`config.mk`:
```
export PLATFORM = sky130hd
export DESIGN_NAME = qsgmii_speed_cfg_ctrl_flat
export DESIGN_NICKNAME = d
export VERILOG_FILES = /design/src/rtl/qsgmii_speed_cfg_ctrl_if.sv /design/src/rtl/qsgmii_speed_cfg_ctrl.sv /design/src/flat_wrapper.sv
export SDC_FILE = /design/constraint.sdc
export NUM_CORES = 1
export LEC_CHECK = 0
export ABC_AREA = 1
export BUFFER_PORTS_ARGS = -buffer_cell sky130_fd_sc_hd__buf_2
export CAP_MARGIN = 20
export CORE_AREA = 2 2 302 215
export CTS_BUF_LIST = sky130_fd_sc_hd__clkbuf_16
export DETAILED_ROUTE_END_ITERATION = 7
export DIE_AREA = 0 0 304 217
export SETUP_SLACK_MARGIN = 0.4
export SLEW_MARGIN = 20
export SYNTH_ARGS = -nofsm -noshare
export SYNTH_HDL_FRONTEND = slang
export SYNTH_SLANG_ARGS = --single-unit
```
`constraint.sdc`:
```
create_clock -name clk -period 2.1 [get_ports clk]
set_input_delay 0.105 -clock clk [delete_from_list [all_inputs] [get_ports clk]]
set_output_delay 0.105 -clock clk [all_outputs]
set_load 0.005 [all_outputs]
```
`src/rtl/qsgmii_speed_cfg_ctrl_if.sv`:
```
// qsgmii_speed_cfg_ctrl_if: QSGMII core status/config bundle; SPEED_CHG_IRQ_EN adds speed-change flag signals
interface qsgmii_speed_cfg_ctrl_if #(parameter int NUM_CORES = 6);
  localparam int NCH = 4 * NUM_CORES;
  logic [2*NCH-1:0]     status_speed_in;
  logic [NCH-1:0]       link_status_in;
  logic [NCH-1:0]       speed_is_10_100;
  logic [NCH-1:0]       speed_is_100;
  logic [NUM_CORES-1:0] an_restart_config;
  logic [5:0]           configuration_vector;
  logic [15:0]          an_adv_config_vector;
  logic                 signal_detect;
`ifdef SPEED_CHG_IRQ_EN
  logic [NCH-1:0]       speed_chg_clr;
  logic [NCH-1:0]       speed_chg_flag;
  logic                 speed_chg_irq;
  modport master (
    output status_speed_in, link_status_in, speed_chg_clr,
    input  speed_is_10_100, speed_is_100, an_restart_config, configuration_vector,
           an_adv_config_vector, signal_detect, speed_chg_flag, speed_chg_irq
  );
  modport slave (
    input  status_speed_in, link_status_in, speed_chg_clr,
    output speed_is_10_100, speed_is_100, an_restart_config, configuration_vector,
           an_adv_config_vector, signal_detect, speed_chg_flag, speed_chg_irq
  );
`else
  modport master (
    output status_speed_in, link_status_in,
    input  speed_is_10_100, speed_is_100, an_restart_config, configuration_vector,
           an_adv_config_vector, signal_detect
  );
  modport slave (
    input  status_speed_in, link_status_in,
    output speed_is_10_100, speed_is_100, an_restart_config, configuration_vector,
           an_adv_config_vector, signal_detect
  );
`endif
endinterface

```
`src/rtl/qsgmii_speed_cfg_ctrl.sv`:
```
// qsgmii_speed_cfg_ctrl: per-channel speed debounce and per-core AN restart for QSGMII cores.
// Defining SPEED_CHG_IRQ_EN adds sticky speed-change flags and an irq output.
module qsgmii_speed_cfg_ctrl #(
  parameter int                     NUM_CORES       = 6,
  parameter int                     STABLE_CYC      = 1024,
  parameter int                     RESTART_TIMEOUT = 125000,
  parameter int                     RESTART_PULSE   = 16,
  parameter logic [4*NUM_CORES-1:0] CH_EN_MASK      = '1,
  parameter logic [5:0]             CFG_VECTOR      = 6'h30,
  parameter logic [15:0]            AN_ADV_VECTOR   = 16'h0021
) (
  input logic                  clk,
  input logic                  rst_n,
  qsgmii_speed_cfg_ctrl_if.slave bus
);
  localparam int NCH = 4 * NUM_CORES;
  localparam int CW  = $clog2(STABLE_CYC + 1);
  localparam int TW  = $clog2(RESTART_TIMEOUT + 1);
  localparam logic [CW-1:0] CNT_MAX = CW'(STABLE_CYC - 1);
  localparam logic [TW-1:0] T_MAX   = TW'(RESTART_TIMEOUT);
  localparam logic [TW-1:0] P_MAX   = TW'(RESTART_PULSE);
  localparam logic [TW-1:0] T_ONE   = TW'(1);
  typedef enum logic [1:0] {IDLE, COUNT, PULSE} st_t;
  logic [2*NCH-1:0]     spd_m, s_spd;
  logic [NCH-1:0]       lnk_m, s_lnk;
  logic [1:0]           cand [NCH];
  logic [CW-1:0]        cnt  [NCH];
  logic [NCH-1:0]       r10, r100;
  logic [NUM_CORES-1:0] down, restart;
  st_t                  st [NUM_CORES], st_n [NUM_CORES];
  logic [TW-1:0]        tm [NUM_CORES], tm_n [NUM_CORES];
  assign bus.speed_is_10_100      = r10;
  assign bus.speed_is_100         = r100;
  assign bus.an_restart_config    = restart;
  assign bus.configuration_vector = CFG_VECTOR;
  assign bus.an_adv_config_vector = AN_ADV_VECTOR;
  assign bus.signal_detect        = 1'b1;
  always_ff @(posedge clk or negedge rst_n)
    if (!rst_n) begin
      spd_m <= '0;
      s_spd <= '0;
      lnk_m <= '0;
      s_lnk <= '0;
    end else begin
      spd_m <= bus.status_speed_in;
      s_spd <= spd_m;
      lnk_m <= bus.link_status_in;
      s_lnk <= lnk_m;
    end
  // A code must be seen unchanged for STABLE_CYC samples before it reaches the outputs
  always_ff @(posedge clk or negedge rst_n)
    if (!rst_n) begin
      for (int c = 0; c < NCH; c++) begin
        cand[c] <= 2'b10;
        cnt[c]  <= '0;
      end
      r10  <= '0;
      r100 <= '0;
    end else
      for (int c = 0; c < NCH; c++)
        if (CH_EN_MASK[c]) begin
          if (s_spd[2*c+:2] != cand[c]) begin
            cand[c] <= s_spd[2*c+:2];
            cnt[c]  <= '0;
          end else if (cnt[c] == CNT_MAX) begin
            if (cand[c] != 2'b11) begin
              r10[c]  <= cand[c] != 2'b10;
              r100[c] <= cand[c] == 2'b01;
            end
          end else
            cnt[c] <= cnt[c] + 1'b1;
        end
  always_comb
    for (int k = 0; k < NUM_CORES; k++)
      down[k] = |(~s_lnk[4*k+:4] & CH_EN_MASK[4*k+:4]);
  // The timer counts link-down time in COUNT and pulse length in PULSE
  always_comb
    for (int k = 0; k < NUM_CORES; k++) begin
      st_n[k] = st[k];
      tm_n[k] = tm[k];
      if (st[k] == IDLE) begin
        if (down[k]) begin
          st_n[k] = COUNT;
          tm_n[k] = T_ONE;
        end
      end else if (st[k] == COUNT) begin
        st_n[k] = !down[k] ? IDLE : (tm[k] == T_MAX) ? PULSE : COUNT;
        tm_n[k] = !down[k] ? '0 : (tm[k] == T_MAX) ? T_ONE : tm[k] + T_ONE;
      end else if (tm[k] == P_MAX) begin
        st_n[k] = down[k] ? COUNT : IDLE;
        tm_n[k] = down[k] ? T_ONE : '0;
      end else
        tm_n[k] = tm[k] + T_ONE;
    end
  always_ff @(posedge clk or negedge rst_n)
    if (!rst_n) begin
      for (int k = 0; k < NUM_CORES; k++) begin
        st[k] <= IDLE;
        tm[k] <= '0;
      end
      restart <= '0;
    end else
      for (int k = 0; k < NUM_CORES; k++) begin
        st[k]      <= st_n[k];
        tm[k]      <= tm_n[k];
        restart[k] <= st_n[k] == PULSE;
      end
`ifdef SPEED_CHG_IRQ_EN
  logic [NCH-1:0] p10, p100, flag;
  logic           irq;
  assign bus.speed_chg_flag = flag;
  assign bus.speed_chg_irq  = irq;
  // A set in the same cycle as a clear takes priority
  always_ff @(posedge clk or negedge rst_n)
    if (!rst_n) begin
      p10  <= '0;
      p100 <= '0;
      flag <= '0;
      irq  <= 1'b0;
    end else begin
      p10  <= r10;
      p100 <= r100;
      flag <= (flag & ~bus.speed_chg_clr) | (r10 ^ p10) | (r100 ^ p100);
      irq  <= |flag;
    end
`endif
endmodule

```
`src/flat_wrapper.sv`:
```
// flat-port wrapper written by rule: the top's interface ports become plain ports
module qsgmii_speed_cfg_ctrl_flat 
#(
  parameter int                     NUM_CORES       = 6,
  parameter int                     STABLE_CYC      = 1024,
  parameter int                     RESTART_TIMEOUT = 125000,
  parameter int                     RESTART_PULSE   = 16,
  parameter logic [4*NUM_CORES-1:0] CH_EN_MASK      = '1,
  parameter logic [5:0]             CFG_VECTOR      = 6'h30,
  parameter logic [15:0]            AN_ADV_VECTOR   = 16'h0021
)
  (clk, rst_n, bus_status_speed_in, bus_link_status_in, bus_speed_is_10_100, bus_speed_is_100, bus_an_restart_config, bus_configuration_vector, bus_an_adv_config_vector, bus_signal_detect);
  qsgmii_speed_cfg_ctrl_if #(.NUM_CORES(NUM_CORES)) bus_i ();
  input logic clk;
  input logic rst_n;
  input wire logic [$bits(bus_i.status_speed_in)-1:0] bus_status_speed_in;
  input wire logic [$bits(bus_i.link_status_in)-1:0] bus_link_status_in;
  output wire logic [$bits(bus_i.speed_is_10_100)-1:0] bus_speed_is_10_100;
  output wire logic [$bits(bus_i.speed_is_100)-1:0] bus_speed_is_100;
  output wire logic [$bits(bus_i.an_restart_config)-1:0] bus_an_restart_config;
  output wire logic [$bits(bus_i.configuration_vector)-1:0] bus_configuration_vector;
  output wire logic [$bits(bus_i.an_adv_config_vector)-1:0] bus_an_adv_config_vector;
  output wire logic [$bits(bus_i.signal_detect)-1:0] bus_signal_detect;
  assign bus_i.status_speed_in = bus_status_speed_in;
  assign bus_i.link_status_in = bus_link_status_in;
  assign bus_speed_is_10_100 = bus_i.speed_is_10_100;
  assign bus_speed_is_100 = bus_i.speed_is_100;
  assign bus_an_restart_config = bus_i.an_restart_config;
  assign bus_configuration_vector = bus_i.configuration_vector;
  assign bus_an_adv_config_vector = bus_i.an_adv_config_vector;
  assign bus_signal_detect = bus_i.signal_detect;
  qsgmii_speed_cfg_ctrl #(.NUM_CORES(NUM_CORES), .STABLE_CYC(STABLE_CYC), .RESTART_TIMEOUT(RESTART_TIMEOUT), .RESTART_PULSE(RESTART_PULSE), .CH_EN_MASK(CH_EN_MASK), .CFG_VECTOR(CFG_VECTOR), .AN_ADV_VECTOR(AN_ADV_VECTOR)) u_core (.clk(clk), .rst_n(rst_n), .bus(bus_i));
endmodule
```
# Yosys cells after proc, flatten, opt, wreduce, memory -nomap -nowiden
# Index checks and enable logic that the tools add are counted.
[totals] ff_bits=624 latch_bits=0 mem_bits_rw=0 mem_bits_ro=0 output_inout_bits=77 word_cells=515 mem_count=0
[classes] add_sub_neg=30 n_mul=0 div=0 order_cmp=0 eq_ne=174 shifts=0 n_mux=132 n_bitwise=30 n_reduce_logical=36
[op_table] op="17-bit two-way mux" count=36
[op_table] op="11-bit two-way mux" count=48
[op_table] op="11-bit by 1-bit adder with 11-bit output, second input constant" count=24
[op_table] op="11-bit by 10-bit equality test with 1-bit output, second input constant" count=24
[op_table] op="17-bit by 1-bit adder with 17-bit output, second input constant" count=6
[op_table] op="17-bit equality test, second input constant" count=6
[op_table] op="17-bit by 5-bit equality test with 1-bit output, second input constant" count=6
[op_table] op="2-bit != test, second input constant" count=48
[op_table] op="2-bit two-way mux" count=36
[op_table] op="3-bit AND reduction" count=24
[op_table] op="2-bit by 1-bit equality test with 1-bit output, second input constant" count=30
[op_table] op="2-bit by 1-bit != test with 1-bit output, second input constant" count=30
[op_table] op="2-bit != test" count=24
[op_table] op="1-bit inverter" count=24
[op_table] op="4-bit inverter" count=6
[op_table] op="4-bit OR reduction" count=6
[op_table] op="2-bit equality test, second input constant" count=6
[op_table] op="2-bit zero test" count=6
[op_table] op="1-bit two-way mux" count=12

# Depth between registers and ports, before layout
[depth] word_depth=7 ltp_mapped=13

# Worst setup path before layout
# Ideal clock, no wire load.
[synth_path] kind="reg-to-reg" from="reg u_core.tm[68] in the netlist's numbering" to="reg u_core.tm[72] in the netlist's numbering" setup_time_ps=133 arrival_ps=1444 required_time_ps=1967 path_slack_ps=523 stages_incl_launch_ff=13 n_path_buf=1 synth_period_minus_slack_ps=1577 cell_sequence="dfrtp_1 -> inv_1 -> ha_1 -> inv_1 -> nor2_1 -> nand2_1 -> nor2_1 -> nand2_1 -> nand2_1 -> nand2_1 -> nand2_2 -> buf_4 -> o22ai_1"
[synth_between] elab_chain_cells=5 elab_cells_between_ends=8 classes_between="add/sub (1); eq/ne (2); mux (5)"
[synth_lines] item="from (decl)" line_no="qsgmii_speed_cfg_ctrl.sv:31" source="logic [TW-1:0] tm [NUM_CORES], tm_n [NUM_CORES];"
[synth_lines] item="from (signal, indexed assignment)" line_no="qsgmii_speed_cfg_ctrl.sv:105" source="tm[k] <= tm_n[k];"
[synth_lines] item="17-bit by 1-bit adder with 17-bit output / 17-bit equality test (equally long branches)" line_no="qsgmii_speed_cfg_ctrl.sv:88, qsgmii_speed_cfg_ctrl.sv:93"
[synth_lines] item="17-bit two-way mux (2 in a row)" line_no="qsgmii_speed_cfg_ctrl.sv:88" source="tm_n[k] = !down[k] ? '0 : (tm[k] == T_MAX) ? T_ONE : tm[k] + T_ONE;"
[synth_lines] item="17-bit two-way mux (*)" line_no="qsgmii_speed_cfg_ctrl.sv:86" source="end else if (st[k] == COUNT) begin"
[synth_lines] item="17-bit two-way mux (*)" line_no="qsgmii_speed_cfg_ctrl.sv:81" source="if (st[k] == IDLE) begin"
# Every way passes the cells marked *; elsewhere a longest branch is shown, timed or not.
# A chain may end at the register's enable or synchronous reset.

# Final worst setup path
[layout_path] from="reg u_core.tm[86] in the netlist's numbering" to="reg u_core.tm[100] in the netlist's numbering"
# The elaborated chain is that of the path after synthesis.

==> results.toml <==
[synthesis]
yosysUniqueCellTypes = 53
yosysSeqAreaShare = 0.5569
yosysWarnings = 0
syn_avg_cell_area_um2 = 9.190
ys_ff_latch = 624
ys.flop_type = "dfrtp_1"
async_flop_share = 1.000
postSynthCellCount = 3057
synth_edf_count = 0
syn-cell-area_mm2 = 0.02809

[placement]
dpl-instance-area_mm2 = 0.02972
hpwl_mm = 37.75
gp_congestion = 0.8937
place_ws_ps = 167.1
dp.cells = 3984
io_buffers = 127

[clock_network]
cts-root-buf = "clkbuf_16"
htreeDepth = 3
cts.sinks = 624
clock_path_buffers = 3
cts_made_buffers = 66
clk_pin_slew_ps = 60
clock_latency_ps = 620
tritoncts = "built"

[sta]
period_needed_ps = 1663
fin_ws_ps = 436.7
min_period_over_period = 0.7920
maxSlewHeadroom = 0.6321
tightest_slew_ps = 547.6
clock_skew_ps = 18.20
finalSetupViolCount = 0
timing.hold.ws_ps = 126.4
fmax_mhz = 601.2
tns_ps = 0
hold_violations = 0
drv_slew = 0
rsz0062_at_grt = "true"

[finish]
fin_nets = 3506
fillers = 5517
finalNonFillerCells = 4288
syn_to_final_growth_pct = 22.38
final_layout_size_suffix_gt1_frac = 0.1949
fin_util = 0.5412
diodes = 0
design_area_mm2 = 0.03438

[power]
finalPower_mw = 29.77
max-vdd-ir-drop_uv = 664.8
power_leakage_nw = 15.53
p_per_area_mw_per_mm2 = 865.8

[critical_path]
crit_family = "simple AND/OR/NAND/NOR gates"
crit_fanout = 7
worst_path_max_delay_cell = "dfrtp_1"
cp.required_ps = 2590
cp_common_cell = "nor2_4"
crit_type = "register to register"
cp.arrival_ps = 2160
worst_path_largest_cell_delay_ps = 410
worst-path-buf-inv = 3
cp_cell_sequence = "inv_2, ha_4, inv_2, nor2_4, nand2_4, nor2_4, nand2_2, nor2_4, nor2_4, nand2_8, inv_2, nand2_1, nand2_1"
crit_path_end_kind = "register"
startpoint_type = "register"

[status]
outcome = "complete, no violations"

[floorplanning]
die_area_mm2 = 0.06597
ios = 151
die_y_um = 217
floorplan.initialDensity = 0.4422
rows = 78
coreArea_mm2 = 0.06353
die_x_um = 304

[route]
drt_iter0_drc = 1655
vias = 21700
antenna_left = 0
wire_per_inst_um = 13.58
drtPass1Iterations = 6
wirelength_mm = 58.22
avgViaCountPerCell = 5.061
drc = 0

[global_route]
grt_max_degree = 89
grtUsageTotal = 0.1728
antenna_found_initial = 0
grt_pass1_vias = 20740
grt_pass1_wl_mm = 97.43
grt_overflow = 0

[job]
drv_cap = 0

[min_path]
hp-class = "input pin to register"
[path summary, 6_finish.rpt]
kind	startpoint	to	slack (ps)	cells after the start
setup / recovery	u_core.tm[86]	u_core.tm[100]	440	13
hold / removal	bus_status_speed_in[28]	u_core.spd_m[28]	130	2
setup reg to reg	u_core.tm[86]	u_core.tm[100]	440	13
hold reg to reg	u_core.lnk_m[8]	u_core.s_lnk[8]	350	0
max in group asynchronous	rst_n	u_core.cnt[235]	1060	3
min in group asynchronous	rst_n	u_core.cand[5]	190	2
[synth_stat cells, types with 9 or more instances]
cell type	count	share of area
a21oi_1	106	0.019
a31oi_1	70	0.016
buf_4	24	0.0064
clkbuf_1	50	0.0067
dfrtp_1	600	0.53
dfstp_2	24	0.022
ha_1	36	0.016
inv_1	305	0.041
inv_2	12	0.0016
nand2_1	535	0.071
nand2_2	20	0.0045
nand3_1	201	0.036
nand3_2	22	0.0078
nand3b_1	9	0.0024
nand4_1	59	0.013
nor2_1	312	0.042
nor2_2	23	0.0051
nor2_4	16	0.0064
nor3_1	60	0.011
nor3_2	20	0.0071
o21ai_0	223	0.040
o21ai_1	30	0.0053
o22ai_1	48	0.011
o31ai_1	9	0.0024
xnor2_1	70	0.022
xor2_1	89	0.028
[flip-flops by register name (all words and copies together), names as in the netlist]
signal,flops
u_core.cnt,264
u_core.tm,102
u_core.cand,48
u_core.s_spd,48
u_core.spd_m,48
u_core.bus.speed_is_100,24
u_core.bus.speed_is_10_100,24
u_core.lnk_m,24
u_core.s_lnk,24
u_core.st,12
u_core.bus.an_restart_config,6
[cells in the final DEF, fill, tap and decap left out, types with 13 or more instances in the layout]
| cell | Yosys | final |
|---|---|---|
| o21ai_0 | 223 | 205 |
| nor3_2 | 20 | 15 |
| xnor2_1 | 70 | 70 |
| nor3_1 | 60 | 57 |
| dfrtp_1 | 600 | 595 |
| o21ai_1 | 30 | 45 |
| nand3_1 | 201 | 194 |
| buf_2 | 7 | 126 |
| inv_2 | 12 | 31 |
| nor2_2 | 23 | 41 |
| nand2_1 | 535 | 497 |
| clkbuf_16 | 0 | 68 |
| ha_2 | 0 | 15 |
| xor2_1 | 89 | 89 |
| nand3_4 | 2 | 13 |
| dlygate4sd3_1 | 0 | 74 |
| buf_4 | 24 | 116 |
| nand2_2 | 20 | 39 |
| a21oi_1 | 106 | 100 |
| nand2_4 | 3 | 20 |
| nand3_2 | 22 | 19 |
| a31oi_1 | 70 | 70 |
| nor2_1 | 312 | 278 |
| dfstp_2 | 24 | 24 |
| inv_1 | 305 | 287 |
| clkinv_1 | 5 | 16 |
| nor2_4 | 16 | 32 |
| nand4_1 | 59 | 59 |
| o22ai_1 | 48 | 46 |
| conb_1 | 2 | 23 |
| clkinv_2 | 2 | 16 |
[power breakdown]
part / internal, mW / switching [mW] / total [mW]
Sequential: 12.7 / 0.643 / 13.4
Combinational: 1.87 / 2.44 / 4.32
Clock: 7.15 / 4.91 / 12.1
Total: 21.8 / 8.00 / 29.8
[layer usage]
layer  part of all wire  routed length, µm  track usage  vias to the layer above
li1                   -                  -            -                    10800
met4              0.019               1122      0.04876                        0
met1               0.49              28420       0.2483                    10410
met2               0.45              26340       0.2667                      413
met3              0.040               2335      0.03476                       89
met5                  0                  0            0                        -
[final cells by class]
cell class	instances	area, µm²	area share
sequential	624	15650	0.4552
multi-input combinational	2050	11710	0.3405
timing repair buffer	329	2489	0.07238
clock buffer	68	1702	0.04949
inverter	324	1247	0.03628
tap	840	1051	0.03057
clock inverter	52	528.0	0.01536
timing repair inverter	1	7.507	0.0002183
[repair_timing]
item                                    CTS  global route
resized for setup                        30           218
cloned                                    2             3
hold endpoints to repair                580             0
buffers inserted                         10            94
pin swaps                                 4            77
endpoints found under the setup margin   99           257
hold buffers                             75             0
[logic make-up (layout without fill, tap and decap cells)]
family	after synthesis	count (layout)	synth area share
XOR/XNOR	159	159	0.04957
AO/OA/AOI/OAI	523	523	0.1034
adder cells (fa/ha/maj)	36	36	0.01603
flip-flops	624	624	0.5569
other	2	23	0.0002673
buffers and inverters	408	774	0.05892
AND/OR/NAND/NOR	1305	1309	0.2149
(Power assumes the default switching activity.)
